===== config.mk =====
export PLATFORM = sky130hd
export DESIGN_NAME = apb_requester
export DESIGN_NICKNAME = d
export VERILOG_FILES = /design/src/rtl/apb_requester.sv
export SDC_FILE = /design/constraint.sdc
export NUM_CORES = 1
export LEC_CHECK = 0
export ABC_AREA = 1
export BUFFER_PORTS_ARGS = -buffer_cell sky130_fd_sc_hd__buf_2
export CORE_MARGIN = 2
export CORE_UTILIZATION = 49
export DETAILED_ROUTE_END_ITERATION = 8
export GPL_TIMING_DRIVEN = 0
export PLACE_DENSITY = 0.85
export SYNTH_ARGS = -nofsm -noshare
export SYNTH_HDL_FRONTEND = slang
export SYNTH_SLANG_ARGS = --single-unit

===== constraint.sdc =====
create_clock -name PCLK -period 3.2 [get_ports PCLK]
set_clock_uncertainty 0.05 [all_clocks]
set_input_delay 0.48 -clock PCLK [delete_from_list [all_inputs] [get_ports PCLK]]
set_output_delay 0.48 -clock PCLK [all_outputs]
set_load 0.005 [all_outputs]

===== src/rtl/apb_requester.sv =====
// ----------------------------------------------------------------------------
// apb_requester
//
// APB3 requester for the I2C bridge register block (TX FIFO 0x0, RX FIFO 0x4,
// CONFIG 0x8, TIMEOUT 0xC). A single command token on the CMD_* handshake
// becomes one APB SETUP/ACCESS transfer. The outcome comes back on the RSP_*
// handshake: read data, slave error and timeout status. Only one transfer
// is outstanding at a time.
//
// Ports
//   PCLK, PRESET         clock (rising edge) and synchronous active-high reset
//   CMD_VALID/CMD_READY  command handshake
//   CMD_WRITE            1 = write, 0 = read
//   CMD_ADDR, CMD_WDATA  target address and write data
//   RSP_VALID/RSP_READY  response handshake
//   RSP_RDATA            read data (0 for writes and timeouts)
//   RSP_ERR              PSLVERR seen or transfer timed out
//   RSP_TIMEOUT          transfer aborted because PREADY never came
//   PSELx, PENABLE,
//   PWRITE, PADDR,
//   PWDATA               APB request outputs (all registered)
//   PRDATA, PREADY,
//   PSLVERR              APB completer inputs
// ----------------------------------------------------------------------------
module apb_requester #(
    parameter int ADDR_W      = 32,
    parameter int DATA_W      = 32,
    parameter int TIMEOUT_CYC = 16
) (
    input  logic              PCLK,
    input  logic              PRESET,
    input  logic              CMD_VALID,
    output logic              CMD_READY,
    input  logic              CMD_WRITE,
    input  logic [ADDR_W-1:0] CMD_ADDR,
    input  logic [DATA_W-1:0] CMD_WDATA,
    output logic              RSP_VALID,
    input  logic              RSP_READY,
    output logic [DATA_W-1:0] RSP_RDATA,
    output logic              RSP_ERR,
    output logic              RSP_TIMEOUT,
    output logic              PSELx,
    output logic              PENABLE,
    output logic              PWRITE,
    output logic [ADDR_W-1:0] PADDR,
    output logic [DATA_W-1:0] PWDATA,
    input  logic [DATA_W-1:0] PRDATA,
    input  logic              PREADY,
    input  logic              PSLVERR
);

    // A zero TIMEOUT_CYC still needs a one-bit counter to keep the code legal.
    localparam int CNT_W = (TIMEOUT_CYC > 0) ? $clog2(TIMEOUT_CYC + 1) : 1;
    localparam logic [CNT_W-1:0] CNT_LAST =
        (TIMEOUT_CYC > 0) ? CNT_W'(TIMEOUT_CYC - 1) : '0;

    typedef enum logic [1:0] {
        ST_IDLE   = 2'd0,
        ST_SETUP  = 2'd1,
        ST_ACCESS = 2'd2,
        ST_RESP   = 2'd3
    } state_t;

    state_t           state;
    logic [CNT_W-1:0] wait_cnt;
    logic             timeout_hit;

    // Saturating increment: the wait counter sticks at all-ones instead of
    // wrapping, which matters when timeouts are disabled.
    function automatic logic [CNT_W-1:0] sat_inc(input logic [CNT_W-1:0] v);
        return (&v) ? v : v + 1'b1;
    endfunction

    // Abort only in the ACCESS cycle whose wait count reaches the limit and
    // where PREADY is still low; a late PREADY in that cycle still wins.
    assign timeout_hit = (TIMEOUT_CYC != 0) && (wait_cnt == CNT_LAST);

    always_ff @(posedge PCLK) begin
        if (PRESET) begin
            state       <= ST_IDLE;
            CMD_READY   <= 1'b1;
            PSELx       <= 1'b0;
            PENABLE     <= 1'b0;
            PWRITE      <= 1'b0;
            PADDR       <= '0;
            PWDATA      <= '0;
            RSP_VALID   <= 1'b0;
            RSP_RDATA   <= '0;
            RSP_ERR     <= 1'b0;
            RSP_TIMEOUT <= 1'b0;
            wait_cnt    <= '0;
        end else begin
            case (state)
                ST_IDLE: begin
                    // Command fields are latched straight onto the bus
                    // registers; they then hold until the next command.
                    if (CMD_VALID) begin
                        PWRITE    <= CMD_WRITE;
                        PADDR     <= CMD_ADDR;
                        PWDATA    <= CMD_WDATA;
                        PSELx     <= 1'b1;
                        CMD_READY <= 1'b0;
                        wait_cnt  <= '0;
                        state     <= ST_SETUP;
                    end
                end

                ST_SETUP: begin
                    PENABLE <= 1'b1;
                    state   <= ST_ACCESS;
                end

                ST_ACCESS: begin
                    if (PREADY) begin
                        RSP_RDATA   <= PWRITE ? '0 : PRDATA;
                        RSP_ERR     <= PSLVERR;
                        RSP_TIMEOUT <= 1'b0;
                        RSP_VALID   <= 1'b1;
                        PSELx       <= 1'b0;
                        PENABLE     <= 1'b0;
                        state       <= ST_RESP;
                    end else if (timeout_hit) begin
                        RSP_RDATA   <= '0;
                        RSP_ERR     <= 1'b1;
                        RSP_TIMEOUT <= 1'b1;
                        RSP_VALID   <= 1'b1;
                        PSELx       <= 1'b0;
                        PENABLE     <= 1'b0;
                        state       <= ST_RESP;
                    end else begin
                        wait_cnt <= sat_inc(wait_cnt);
                    end
                end

                ST_RESP: begin
                    // CMD_READY returns only with IDLE, so a command held
                    // during RESP is taken one cycle after the handshake.
                    if (RSP_READY) begin
                        RSP_VALID <= 1'b0;
                        CMD_READY <= 1'b1;
                        state     <= ST_IDLE;
                    end
                end

                default: begin
                    state <= ST_IDLE;
                end
            endcase
        end
    end

    // Protocol invariants of the requester side.
    a_pen_needs_sel: assert property (@(posedge PCLK) disable iff (PRESET)
        PENABLE |-> PSELx);

    a_rsp_stable: assert property (@(posedge PCLK) disable iff (PRESET)
        (RSP_VALID && !RSP_READY) |=>
        (RSP_VALID && $stable(RSP_RDATA) && $stable(RSP_ERR) && $stable(RSP_TIMEOUT)));

    a_one_outstanding: assert property (@(posedge PCLK) disable iff (PRESET)
        CMD_READY |-> (!PSELx && !RSP_VALID));

endmodule


# Word-level counts from Yosys, hierarchy flattened
# Index checks and enable logic that the tools add are counted.
totals:
  out_inout_bits: 103
  ff_bits: 110
  inputBits: 103
classes:
  addsub: 1
  reduce_logical: 15
  muxes: 27
  n_eq_ne: 10
ops:
  columns: ["operator", "count"]
  rows:
  - ["$mux W32", 3]
  - ["$mux W5", 4]
  - ["$reduce_and A3 Y1", 4]
  - ["$mux W1", 10]
  - ["$ne A2 B2 Y1 const B", 5]
  - ["$pmux W5 S2", 1]
  - ["$reduce_and A5 Y1", 2]
  - ["$reduce_bool A2 Y1", 5]
  - ["$mux W2", 4]
  - ["$pmux W1 S2", 4]
  - ["$pmux W2 S4", 1]
  - ["$reduce_and A2 Y1", 3]
  - ["$add A5 B1 Y5 const B", 1]
  - ["$eq A5 B4 Y1 const B", 1]
  - ["$eq A2 B2 Y1 const B", 2]
  - ["$ne A3 B3 Y1 const B", 1]
  - ["$eq A2 B1 Y1 const B", 1]
  - ["$logic_not A2 Y1", 1]

# Depth between registers and ports, before layout
# Gate-level depths: netlist of run 1.
depth:
  ltp_word: 5
  ltp_mapped: 11
  mapped_depth_nobuf: 11

# Worst setup path before layout of run 1
# Ideal clock, no wire load.
synth_timing:
  path_kind: "register to register"
  startpoint: "register wait_cnt[0]"
  endpoint: "register wait_cnt[3]"
  path_buffers: 0
  period_less_slack_ns: 1.552
  arrival_ns: 1.390
  slack_ns: 1.648
  required_time_ns: 3.038
  setup_time_ns: 0.112
  path_stages_with_launch: 11
  path_cell_list: "dfxtp_1 ha_1 nand2_1 nor2_1 ha_1 nor2_1 nand2_1 nand2_1 nand2_2 nor2_1 nor2_1"
synth_via:
  elab_chain_cells: 5
  elab_cells_between_ends: 10
  classes_between: "1 x add/sub; 3 x eq/ne; 4 x mux; 2 x reduce/logical"
synth_rtl:
  columns: ["item", "line_no", "text"]
  rows:
  - ["start, declared", "65", "logic [CNT_W-1:0] wait_cnt;"]
  - ["start signal, assigned", "131", "wait_cnt <= sat_inc(wait_cnt);"]
  - ["$add A5 B1 Y5", "71", "return (&v) ? v : v + 1'b1;"]
  - ["$mux W5", "71", null]
  - ["$mux W5", "122", "end else if (timeout_hit) begin"]
  - ["$mux W5", "114", "if (PREADY) begin"]
  - ["$pmux W5 S2", "93", "case (state)"]
# Parallel ways exist; a longest one is shown, timed or not. The select of a mux whose other input is x is not followed.
# A chain may end at the register's enable or synchronous reset.

# Final worst setup path of run 1
layout_timing:
  startpoint: "register wait_cnt[0]"
  endpoint: "register RSP_RDATA[15]"
layout_via:
  elab_chain_cells: 3
layout_rtl:
  columns: ["item", "line_no", "text"]
  rows:
  - ["$eq A5 B4 Y1", "76", "assign timeout_hit = (TIMEOUT_CYC != 0) && (wait_cnt == CNT_LAST);"]
  - ["$reduce_bool A2 Y1 (no source line)", null, null]
  - ["$reduce_and A2 Y1 (no source line)", null, null]
  - ["end signal, assigned", "115", "RSP_RDATA <= PWRITE ? '0 : PRDATA;"]
  - ["end, declared", "39", "output logic [DATA_W-1:0] RSP_RDATA,"]
# Every way passes these cells.

==> run summary, run 1 <==
The residual DRC count is 0. The worst setup path is launched from a flip-flop. STA classifies the critical path endpoint as a flip-flop. During synthesis, Yosys emitted a total of 0 warnings. The number of nets handed over by synthesis was approximately 640. For the pin with the worst max-slew slack, the measured transition is around 380 ps. The synthesis-to-layout area growth came out at 32.1%. After synthesis, the cell types taking the most area are sky130_fd_sc_hd__dfxtp_1 53%, sky130_fd_sc_hd__nor2_1 13%, sky130_fd_sc_hd__nand3_1 8.8%. The share of the synthesized area in compound gates (AO/OA/AOI/OAI) came out at under 10%.

The highest-delay cell along the critical path is sky130_fd_sc_hd__dfxtp_1. The die is roughly 96 um tall. The longest clock path from root to sink contains 2 buffers. The initial antenna violation count came to 0.

The family with the most delay on the worst path is adder cells. The multiplexer share of the synthesized area came out at 0%. For this design the static power due to leakage is ~0.0029 uW. The arithmetic-cell share of the synthesized area counting full adders, half adders and majority gates is about 2.4%. The detailed-route wire length per cell came out at 12.5 um. The critical path in this run is classified as flip-flop to flip-flop. The setup slack at placement came out at 1330 ps. The sequential cell area fraction in the yosys report is between 50% and 60%. In the routed layout, each cell is associated on average with a via count of slightly below 5. The number of clock buffers added by TritonCTS is 9. The number of routed nets with antenna violations is 0. The worst hold path belongs to the class input port to flip-flop. The number of top-level pins is between 200 and 250.

The combinational family with the most area after synthesis is simple AND/OR/NAND/NOR gates. The floorplan die width came out at slightly below 100 um. The initial standard-cell utilization of the core came out at about half. The share of layout cells above drive strength 1 is between 30 and 40%. TritonCTS built the clock tree. The clock-pin slew on the worst setup and hold paths came out at roughly 110 ps. The routed design has 10700 um of wire. The wire length of the first global-routing pass is roughly 16000 um. Port buffering added around 210 buffers.

The number of distinct library cell variants in the gate-level netlist after synthesis is 22. The via count of the first global-routing pass is roughly 3900. The number of sinks on the clock net is 110. Post-CTS repair changed the size of 0 cells. The peak supply drop is ~0.33 mV.

The die outline area came out at 0.00926 mm2. The cell area after layout is 0.00551 mm2. The largest net degree at the start of global routing came out at 20. The root buffer cell chosen for the clock tree is sky130_fd_sc_hd__clkbuf_8. The count of filler cells inserted in the layout is between 700 and 800. The arrival time at the worst endpoint is roughly 2100 ps.

The sum of net half-perimeters after detailed placement came out at 8360 um. The final core utilization is 67.0%. Headroom to the max-slew limit came out at 74.3%.

For this run, the detailed router's first-pass iteration total came to 4. The time the worst path needs with I/O delays and setup is between 1500 and 2000 ps. Counting flops and latches in the post-synthesis netlist gives between 100 and 150.

The all-layer global routing usage is ~22%. Setup slack on the critical path of the routed design comes to ~1300 ps. The count of inserted antenna diode cells is 0. The maximum clock frequency is about 0.54 GHz.

The via count is 4226. The number of nets in the layout came out at 858. The clock latency on the worst-skew pair came out at 370 ps. The depth of the CTS H-tree is 3. Of the total synthesized cell area, the portion taken by AND, OR, NAND and NOR gates is 28.0%. The maximum cell stage delay along the critical path came out at between 300 and 400 ps. The post-CTS repair timing setup buffer count came out at 0. Summing the areas of all xor and xnor instances in the mapped netlist gives 0% of the synthesized area. The number of hold violations in the final report was 0. The post-placement cell area is between 0.005 and 0.006 mm2. The total core area came out at just over 0.008 mm2. The run finished with clean final reports. The synthesized netlist cell count came out at ~530.

The critical path goes through ha_1 -> nand2_1 -> nor2_1 -> ha_1 -> o21ai_2 -> buf_2 -> nand3_1 -> nand2_1. The aggregate global routing overflow came out at 0. Adding up every negative setup slack in the final design gives 0 ps.

Counting both buffers and inverters, the worst setup path holds a total of 1. The biggest area contributor in the post-synthesis netlist is sky130_fd_sc_hd__dfxtp_1. The mean post-synth cell area is 7.85 um2. Setup repair after global routing left no endpoint under its margin. After synthesis, the largest area contributor takes up 52.8% of total cell area. At the end of routability-driven placement, the weighted congestion stood at about 0.83.

For this design, the CTS-stage hold fixing added 0 buffers. The number of DRC markers in iteration 0 is 116. The critical path required time came out at between 3000 and 4000 ps. The max-slew violation total from the final report is 0. In this run the cell area of the synthesized design comes to around 0.0042 mm2. The power per standard cell area is between 700 and 800 mW/mm2. The number of max-cap violations came out at 0. The number of placement rows is 33. The final worst-path cycle share is 58.4%. The total of endpoints with negative setup slack in the final report is 0. The maximum fanout along the worst path is 10.
-- registers in the layout, indices dropped and copies added, names as in the netlist --
signal	count
PADDR	32
PWDATA	32
RSP_RDATA	32
wait_cnt	5
state	2
CMD_READY	1
PENABLE	1
PSELx	1
PWRITE	1
RSP_ERR	1
RSP_TIMEOUT	1
RSP_VALID	1
-- cell usage after synthesis, drive strengths merged --
library cell  count
nor2            143
o21ai            69
nand3            73
o21bai            1
ha                8
clkbuf            7
nor3              1
a21oi             7
or2               2
nand2            63
dfxtp           110
a22oi             1
buf              28
and3              1
inv              17
-- worst reg2reg max path: stages, from the launching register on --
cell	delay, ps
sky130_fd_sc_hd__dfxtp_1	350
sky130_fd_sc_hd__ha_1	230
sky130_fd_sc_hd__nand2_1	90
sky130_fd_sc_hd__nor2_1	70
sky130_fd_sc_hd__ha_1	220
sky130_fd_sc_hd__o21ai_2	340
sky130_fd_sc_hd__buf_2	290
sky130_fd_sc_hd__nand3_1	110
sky130_fd_sc_hd__nand2_1	80
-- final timing paths --
path / cells after the start / slack, ps / endpoint / from
hold / removal: 3 / 280 / RSP_RDATA[28]$_SDFFE_PP0P_ / PRDATA[28]
setup reg to reg: 8 / 1330 / RSP_RDATA[15]$_SDFFE_PP0P_ / wait_cnt[0]$_SDFFE_PP0P_
hold reg to reg: 2 / 410 / RSP_ERR$_SDFFE_PP0P_ / RSP_ERR$_SDFFE_PP0P_
setup / recovery: 8 / 1330 / RSP_RDATA[15]$_SDFFE_PP0P_ / wait_cnt[0]$_SDFFE_PP0P_
-- cell type report --
class / instances / area [um2] / share of cell area, %
clock inverter: 7 / 56.3 / 1.02
clock buffer: 9 / 124 / 2.25
multi-input combinational: 369 / 1680 / 30.5
inverter: 17 / 63.8 / 1.16
timing repair buffer: 205 / 1030 / 18.6
buffer: 35 / 225 / 4.09
sequential: 110 / 2200 / 40.0
tap: 105 / 131 / 2.39
-- routing by layer --
metal  wire [um]  track usage [%]  vias up
li1            -                -     2148
met2        5330             41.0      155
met5           0                0        -
met4         271             8.45        0
met3         869             5.79       22
met1        4270             24.2     1901
-- cells in the final DEF, fill, tap and decap left out, drive strengths merged --
cell type	Yosys	routed
buf	28	233
nor2	143	143
dfxtp	110	110
nand3	73	73
o21ai	69	69
nand2	63	63
inv	17	20
clkbuf	7	16
ha	8	8
a21oi	7	7
clkinv	0	4
or2	2	2
o21bai	1	1
and3	1	1
nor3	1	1
a22oi	1	1
-- report_power, final --
| part | switching (uW) | leakage [uW] | internal (uW) |
|---|---|---|---|
| Sequential | 174 | 0.000903 | 1710 |
| Combinational | 868 | 0.00192 | 660 |
| Clock | 481 | 0.0000959 | 295 |
| Total | 1520 | 0.00292 | 2670 |
-- cell families after synthesis --
logic type	count (synthesis)
AO/OA/AOI/OAI	78
flip-flops	110
buffers and inverters	52
AND/OR/NAND/NOR	283
adder cells (fa/ha/maj)	8
-- per-stage QoR --
step / instances / power, uW / hold slack [ps]
after floorplan: 531 / 2850 / 390
after global placement: 841 / 3360 / 378
after detailed placement: 841 / 3450 / 395
after CTS: 857 / 4220 / 272
after global routing: 857 / 4500 / 282
final: 857 / 4190 / 282
Note: power is estimated with default switching activity, not from simulation.
==> run 2, diff against run 1 <==
- CORE_UTILIZATION: 49 -> 41
- PLACE_DENSITY: 0.85 -> 0.76
- clock period: 3.2 -> 1.55 ns (I/O delays scaled with it)
==> run 2 against run 1 <==
  * Cell count increased by 4.7%
  * Final area grew 7.1%
  * Sequential power increased by 110%
  * Global-route usage decreased by 2.1 points
  * Die area grew 19%
  * Critical path depth grew 1
  * Sequential cell count unchanged
==> run summary, run 2 (synthesis gave the netlist of run 1 again) <==
The largest net degree at the start of global routing is 17 (was 20). The weighted congestion reported at the end of routability-driven placement came out at 0.832 (about the same). The share of layout cells above drive strength 1 came to 39.1% (was 34.3%). The cell leakage power is 0.00307 uW (was 0.00292 uW).

The maximum clock frequency came to 0.660 GHz (was 0.536 GHz). The number of placement rows is 36 (was 33). The maximum count of clock buffers along a single path came out at 2 (unchanged).

The number of cells traversed by the worst register-to-register path came to 9 (was 8). The worst-margin pin slew is 429 ps (was 384 ps). The initial antenna violation count is 0 (unchanged).

The layer with the highest usage is met2 (unchanged). The critical path required time is 1820 ps (was 3460 ps). The maximum fanout along the worst path is 10 (unchanged). The number of iterations in the first detailed-routing pass is 5 (was 4). The CTS tree was yes (unchanged). The met1 usage came to 22.8% (was 24.2%). The placed instance count is 869 (was 841).

The CTS root buffer was sky130_fd_sc_hd__clkbuf_8 (unchanged). The count of filler cells inserted in the layout is 915 (was 717). The clock latency on the worst-skew pair is 360 ps (was 370 ps). The normalized max-slew margin is 71.3% (was 74.3%). The max-slew violation total from the final report is 0 (unchanged). The time the worst path needs with I/O delays and setup is 1520 ps (was 1870 ps).

The via count normalized by instance count came to 4.77 (was 4.93). The power per standard cell area is 1580 mW/mm2 (was 761 mW/mm2). The number of top-level pins is 206 (unchanged). The clock-pin slew on the worst setup and hold paths is 100 ps (was 110 ps). The count of hold buffers inserted by post-cts repair is 0 (unchanged). The post-placement cell area is 0.00536 mm2 (was 0.00533 mm2). The all-layer global routing usage is 20.2% (was 22.3%). The leading cell type in the layout, fill and taps excluded is sky130_fd_sc_hd__buf_2 (unchanged).

The floorplan die width is 105 um (was 96.2 um). The final worst-path cycle share is 97.7% (was 58.4%). The startpoint kind of the worst setup timing path is a flip-flop (unchanged).

Status: finished clean (unchanged). The met3 layer usage reported by global route is 5.18% (was 5.79%). The total core area came out at 0.00982 mm2 (was 0.00822 mm2). Setup repair after global routing missed its margin: yes (was no).

The worst hold-check path type is input port to flip-flop (unchanged). The depth of the CTS H-tree is 3 (unchanged). The hold slack came to 36.9 ps (was 282 ps). The number of buffers inserted during clock tree synthesis came to 9 (unchanged). The die outline area came to 0.0110 mm2 (was 0.00926 mm2). The launch point of the worst path was wait_cnt[0]$_SDFFE_PP0P_ (unchanged). The aggregate global routing overflow is 0 (unchanged). The number of nets in the layout came out at 870 (was 858). The endpoint of the most critical setup path is RSP_RDATA[20]$_SDFFE_PP0P_ (was RSP_RDATA[15]$_SDFFE_PP0P_). The via count of the first global-routing pass is 3994 (was 3863). Regs by FF count: PADDR (32), PWDATA (32), RSP_RDATA (32) (unchanged).

The wire length of the first global-routing pass is 18400 um (was 16400 um). The kind of capture point of the worst setup path is a flip-flop (unchanged). The height of the chip is 105 um (was 96.2 um). The type of the setup path with the least slack is flip-flop to flip-flop (unchanged). The arrival time at the worst endpoint is 1780 ps (was 2130 ps). The number of hold violations in the final report came to 0 (unchanged). The number of routed nets with antenna violations is 0 (unchanged).

The total of endpoints with negative setup slack in the final report came to 0 (unchanged). The initial standard-cell utilization of the core is 42.5% (was 50.7%). The sum of net half-perimeters after detailed placement was 8540 um (was 8360 um). The launch instance of the worst register-to-register path is wait_cnt[0]$_SDFFE_PP0P_ (unchanged).

The count of input and output buffers is 205 (unchanged). The peak supply drop came to 0.573 mV (was 0.327 mV). The synthesis-to-layout area growth came out at 41.5% (was 32.1%). The number of DRC markers in iteration 0 is 177 (was 116). The non-filler instance count after layout came out at 897 (was 857). The via count came out at 4277 (was 4226). The count of inserted antenna diode cells came out at 0 (unchanged). The residual DRC count came out at 0 (unchanged).

The worst setup slack for register-to-register paths came to 30 ps (was 1330 ps). The cell area after layout is 0.00590 mm2 (was 0.00551 mm2). The number of sinks on the clock net came out at 110 (unchanged). The number of max-cap violations is 0 (unchanged). The detailed-route wire length per cell is 13.0 um (was 12.5 um). Most used cells in the layout excluding fill and tap cells: 216 x sky130_fd_sc_hd__buf_2, 140 x sky130_fd_sc_hd__nor2_1, 106 x sky130_fd_sc_hd__dfxtp_1 (was 223 x sky130_fd_sc_hd__buf_2, 143 x sky130_fd_sc_hd__nor2_1, 110 x sky130_fd_sc_hd__dfxtp_1).

The terminus of the critical flop-to-flop path is RSP_RDATA[20]$_SDFFE_PP0P_ (was RSP_RDATA[15]$_SDFFE_PP0P_). The met2 global-route usage was 37.6% (was 41.0%). The total wire length after detailed routing is 11600 um (was 10700 um).
-- run 2: cell count changes in the layout (fill, tap and decap cells not counted), sizes merged --
cell	delta
inv	-3
bufinv	+1
clkbuf	+6
clkinv	-1
o21ai	+1
buf	+8
-- run 2: how the worst min path moves through the flow --
stage | startpoint | to | depth (start not counted)
global placement | RSP_ERR$_SDFFE_PP0P_ | RSP_ERR$_SDFFE_PP0P_ | 2
CTS | PRDATA[10] | RSP_RDATA[10]$_SDFFE_PP0P_ | 3
finish | PRDATA[21] | RSP_RDATA[21]$_SDFFE_PP0P_ | 3
global route | PRDATA[9] | RSP_RDATA[9]$_SDFFE_PP0P_ | 3
detailed placement | RSP_ERR$_SDFFE_PP0P_ | RSP_ERR$_SDFFE_PP0P_ | 2
floorplan | PRESET | PSELx$_SDFFE_PP0P_ | 1
-- run 2: routing by layer --
metal / share of wire (%) / routed length (um) / vias up
li1: - / - / 2177
met1: 42 / 4840 / 1953
met2: 51 / 5930 / 133
met3: 6.3 / 729 / 14
met4: 0.99 / 115 / 0
met5: 0 / 0 / -
-- run 2: timing repair --
action                     in CTS  in global routing
gates cloned                    1                  1
pin swaps                       7                 11
setup endpoints to repair      95                 91
setup buffers                   6                  4
gates resized for setup        26                 35
-- run 2: worst max-delay path, stage by stage (launching register included) --
cell and delay (ps):
sky130_fd_sc_hd__dfxtp_4 360, sky130_fd_sc_hd__ha_4 160, sky130_fd_sc_hd__nand2_4 70, sky130_fd_sc_hd__nor2_4 40, sky130_fd_sc_hd__ha_4 180, sky130_fd_sc_hd__o21ai_4 160
sky130_fd_sc_hd__buf_12 150, sky130_fd_sc_hd__buf_8 130, sky130_fd_sc_hd__nand3_1 70, sky130_fd_sc_hd__nand2_1 70
-- run 2: layout make-up --
cell class	instances	area, um2	area share, %
plain buffers	35	272	4.60
clock buffers	12	155	2.63
clock inverters	4	45.0	0.764
inverters	17	66.3	1.12
multi-input cells	370	1840	31.2
flip-flops and latches	110	2210	37.5
well taps	133	166	2.82
repair buffers	216	1140	19.3
-- run 2: per-stage QoR --
step,util (%),setup TNS (ps),setup WS [ps],total power [uW]
after global routing,60.1,-496,-45.9,9960
after CTS,58.3,0,3.25,9130
after detailed placement,54.6,-10060,-316,7130
final,60.1,0,34.9,9300
after floorplan,-,0,12.8,5900
after global placement,54.6,-8180,-263,6980
-- run 2: where the power goes --
group | total (uW) | leakage (uW) | internal (uW) | switching (uW)
Clock | 1750 | 0.000106 | 830 | 920
Combinational | 3620 | 0.00205 | 1650 | 1970
Sequential | 3930 | 0.000905 | 3560 | 376
Total | 9300 | 0.00307 | 6030 | 3270
==> run 3, diff against run 2 <==
- CTS_BUF_LIST: unset -> sky130_fd_sc_hd__clkbuf_4 sky130_fd_sc_hd__clkbuf_8 sky130_fd_sc_hd__clkbuf_16
==> run 3 against run 2 <==
  * Wire length is 0.34% higher
  * Sequential share of layout area is 0.056 points lower
  * Register-to-register slack hardly changed
  * Die area stayed put
  * Cell count stayed put
  * Critical path depth stayed put
  * First-iteration DRC count is 7.9% lower
  * Count of clock-buffer cells in the layout stayed put
  * Global-route usage stayed put
  * Total power is 0.16% higher
  * Non-clock buffer count stayed put
==> run summary, run 3 (synthesis gave the netlist of run 1 again) <==
The number of DRC markers in iteration 0 came out at 163 (was 177). Critical-path cell list: ha_4 -> nand2_4 -> nor2_4 -> ha_4 -> nor2_4 -> nand2_2 -> nand2_4 -> a21oi_1 -> nor2_1 (was ha_4 -> nand2_4 -> nor2_4 -> ha_4 -> o21ai_4 -> buf_12 -> buf_8 -> nand3_1 -> nand2_1). The count of input and output buffers came out at 205 (unchanged).

The count of filler cells inserted in the layout is 914 (was 915). Regs by FF count: PADDR (32), PWDATA (32), RSP_RDATA (32) (unchanged). The arrival time at the worst endpoint came out at 1720 ps (was 1780 ps). The number of hold violations in the final report is 0 (unchanged).

The cell area after layout is 0.00591 mm2 (was 0.00590 mm2). The type of the setup path with the least slack was flip-flop to flip-flop (unchanged). The CTS root buffer is sky130_fd_sc_hd__clkbuf_8 (unchanged). The count of hold buffers inserted by post-cts repair is 0 (unchanged). The number of nets in the layout came out at 870 (unchanged). The aggregate global routing overflow is 0 (unchanged). Setup repair after global routing missed its margin: yes (unchanged). The normalized max-slew margin came out at 71.9% (was 71.3%).

The sum of net half-perimeters after detailed placement came to 8540 um (unchanged). The via count of the first global-routing pass is 3986 (was 3994). The count of inserted antenna diode cells is 0 (unchanged). The startpoint kind of the worst setup timing path is a flip-flop (unchanged). The clock-pin slew on the worst setup and hold paths came out at 100 ps (about the same). The number of routed nets with antenna violations is 0 (unchanged). The die outline area came out at 0.0110 mm2 (unchanged). The floorplan die width came out at 105 um (unchanged). The worst-margin pin slew was 420 ps (was 429 ps). The post-placement cell area is 0.00536 mm2 (unchanged).

The maximum count of clock buffers along a single path was 2 (unchanged). The CTS tree is yes (unchanged). The hold slack is 43.5 ps (was 36.9 ps). The initial standard-cell utilization of the core is 42.5% (unchanged). The residual DRC count came out at 0 (unchanged). The startpoint of the most critical hold path is PRDATA[10] (was PRDATA[21]). The maximum clock frequency is 0.658 GHz (was 0.660 GHz). The largest net degree at the start of global routing was 17 (unchanged).

The synthesis-to-layout area growth came out at 41.7% (was 41.5%). The highest-delay cell along the critical path is sky130_fd_sc_hd__dfxtp_2 (was sky130_fd_sc_hd__dfxtp_4). The final sum of negative setup slack came out at 0 ps (unchanged). The family with the most delay on the worst path is simple AND/OR/NAND/NOR gates (was flip-flops). The max-slew violation total from the final report is 0 (unchanged). The clock latency on the worst-skew pair is 360 ps (about the same). The cell leakage power came out at 0.00307 uW (about the same). The time the worst path needs with I/O delays and setup is 1520 ps (about the same).

The worst hold-check path type is input port to flip-flop (unchanged). The non-filler instance count after layout came out at 897 (unchanged). The final core utilization came out at 60.2% (was 60.1%). The launch instance of the worst register-to-register path is wait_cnt[1]$_SDFFE_PP0P_ (was wait_cnt[0]$_SDFFE_PP0P_). The weighted congestion reported at the end of routability-driven placement is 0.832 (unchanged).

The launch point of the worst path is wait_cnt[1]$_SDFFE_PP0P_ (was wait_cnt[0]$_SDFFE_PP0P_). The share of layout cells above drive strength 1 came to 39.4% (was 39.1%). The placed instance count came out at 869 (unchanged). The all-layer global routing usage came to 20.2% (unchanged). The via count came out at 4269 (was 4277). The detailed-route wire length per cell was 13.0 um (about the same). The number of placement rows came out at 36 (unchanged). The final worst-path cycle share was 98.1% (was 97.7%).

Status: finished clean (unchanged). The height of the chip was 105 um (unchanged). The critical path required time is 1750 ps (was 1820 ps). The wire length of the first global-routing pass is 18400 um (unchanged). The depth of the CTS H-tree was 3 (unchanged).

The total core area was 0.00982 mm2 (unchanged). The power per standard cell area came out at 1580 mW/mm2 (about the same). The number of buffers and inverters on the critical path came out at 0 (was 2). The total wire length after detailed routing came out at 11700 um (was 11600 um). Most used cells in the layout excluding fill and tap cells: 216 x sky130_fd_sc_hd__buf_2, 140 x sky130_fd_sc_hd__nor2_1, 106 x sky130_fd_sc_hd__dfxtp_1 (unchanged). The number of top-level pins came out at 206 (unchanged). The number of iterations in the first detailed-routing pass was 5 (unchanged). The number of sinks on the clock net is 110 (unchanged). The total area of multi-input combinational cells came out at 0.00185 mm2 (was 0.00184 mm2). The sequential cell area came to 0.00221 mm2 (unchanged).

The number of max-cap violations is 0 (unchanged). The kind of capture point of the worst setup path is a flip-flop (unchanged). The via count normalized by instance count is 4.76 (was 4.77).

The maximum cell stage delay along the critical path is 370 ps (was 360 ps). The leading cell type in the layout, fill and taps excluded is sky130_fd_sc_hd__buf_2 (unchanged). The peak supply drop came out at 0.576 mV (was 0.573 mV).

The total of endpoints with negative setup slack in the final report is 0 (unchanged). The number of buffers inserted during clock tree synthesis is 9 (unchanged). The initial antenna violation count came out at 0 (unchanged). The maximum fanout along the worst path is 8 (was 10).
run 3: path summary, 6_finish.rpt:
| kind | end | slack (ps) | depth (start not counted) |
|---|---|---|---|
| worst max-delay path | wait_cnt[0]$_SDFFE_PP0P_ | 30 | 9 |
| worst min-delay path | RSP_RDATA[10]$_SDFFE_PP0P_ | 40 | 3 |
| worst max register to register | wait_cnt[0]$_SDFFE_PP0P_ | 30 | 9 |
| worst min register to register | RSP_RDATA[28]$_SDFFE_PP0P_ | 410 | 2 |
run 3: worst register-to-register path, stage by stage (launching register included):
cell,delay [ps]
sky130_fd_sc_hd__dfxtp_2,370
sky130_fd_sc_hd__ha_4,150
sky130_fd_sc_hd__nand2_4,60
sky130_fd_sc_hd__nor2_4,120
sky130_fd_sc_hd__ha_4,180
sky130_fd_sc_hd__nor2_4,50
sky130_fd_sc_hd__nand2_2,90
sky130_fd_sc_hd__nand2_4,100
sky130_fd_sc_hd__a21oi_1,180
sky130_fd_sc_hd__nor2_1,80
run 3: report_power, final:
part / internal (uW) / switching (uW) / total (uW)
Combinational: 1650 / 1970 / 3620
Clock: 847 / 915 / 1760
Sequential: 3550 / 376 / 3930
Total: 6050 / 3260 / 9310
run 3: final cells by class:
type / instances / area share (%)
Clock inverter: 4 / 0.763
Buffer: 35 / 4.60
Sequential cell: 110 / 37.4
Tap cell: 133 / 2.82
Timing Repair Buffer: 216 / 19.3
Inverter: 17 / 1.12
Clock buffer: 12 / 2.69
Multi-Input combinational cell: 370 / 31.3
run 3: per-stage QoR:
| stage | total power [uW] | setup slack [ps] |
|---|---|---|
| CTS | 9150 | 3.25 |
| global route | 9980 | -45.7 |
| finish | 9310 | 29.1 |
| global placement | 6980 | -263 |
| floorplan | 5900 | 12.8 |
| detailed placement | 7130 | -316 |
run 3: repair_timing:
action	in CTS	in global routing
resized for setup	26	36
pin swaps	7	11
setup endpoints to repair	95	91
setup buffers	6	4
gates cloned	1	1
run 3: routing by layer:
layer	track usage (%)	vias to the layer above	wire length [um]
met5	0	-	0
met2	37.6	143	6000
met4	5.33	0	109
li1	-	2174	-
met1	22.8	1937	4800
met3	5.18	15	743
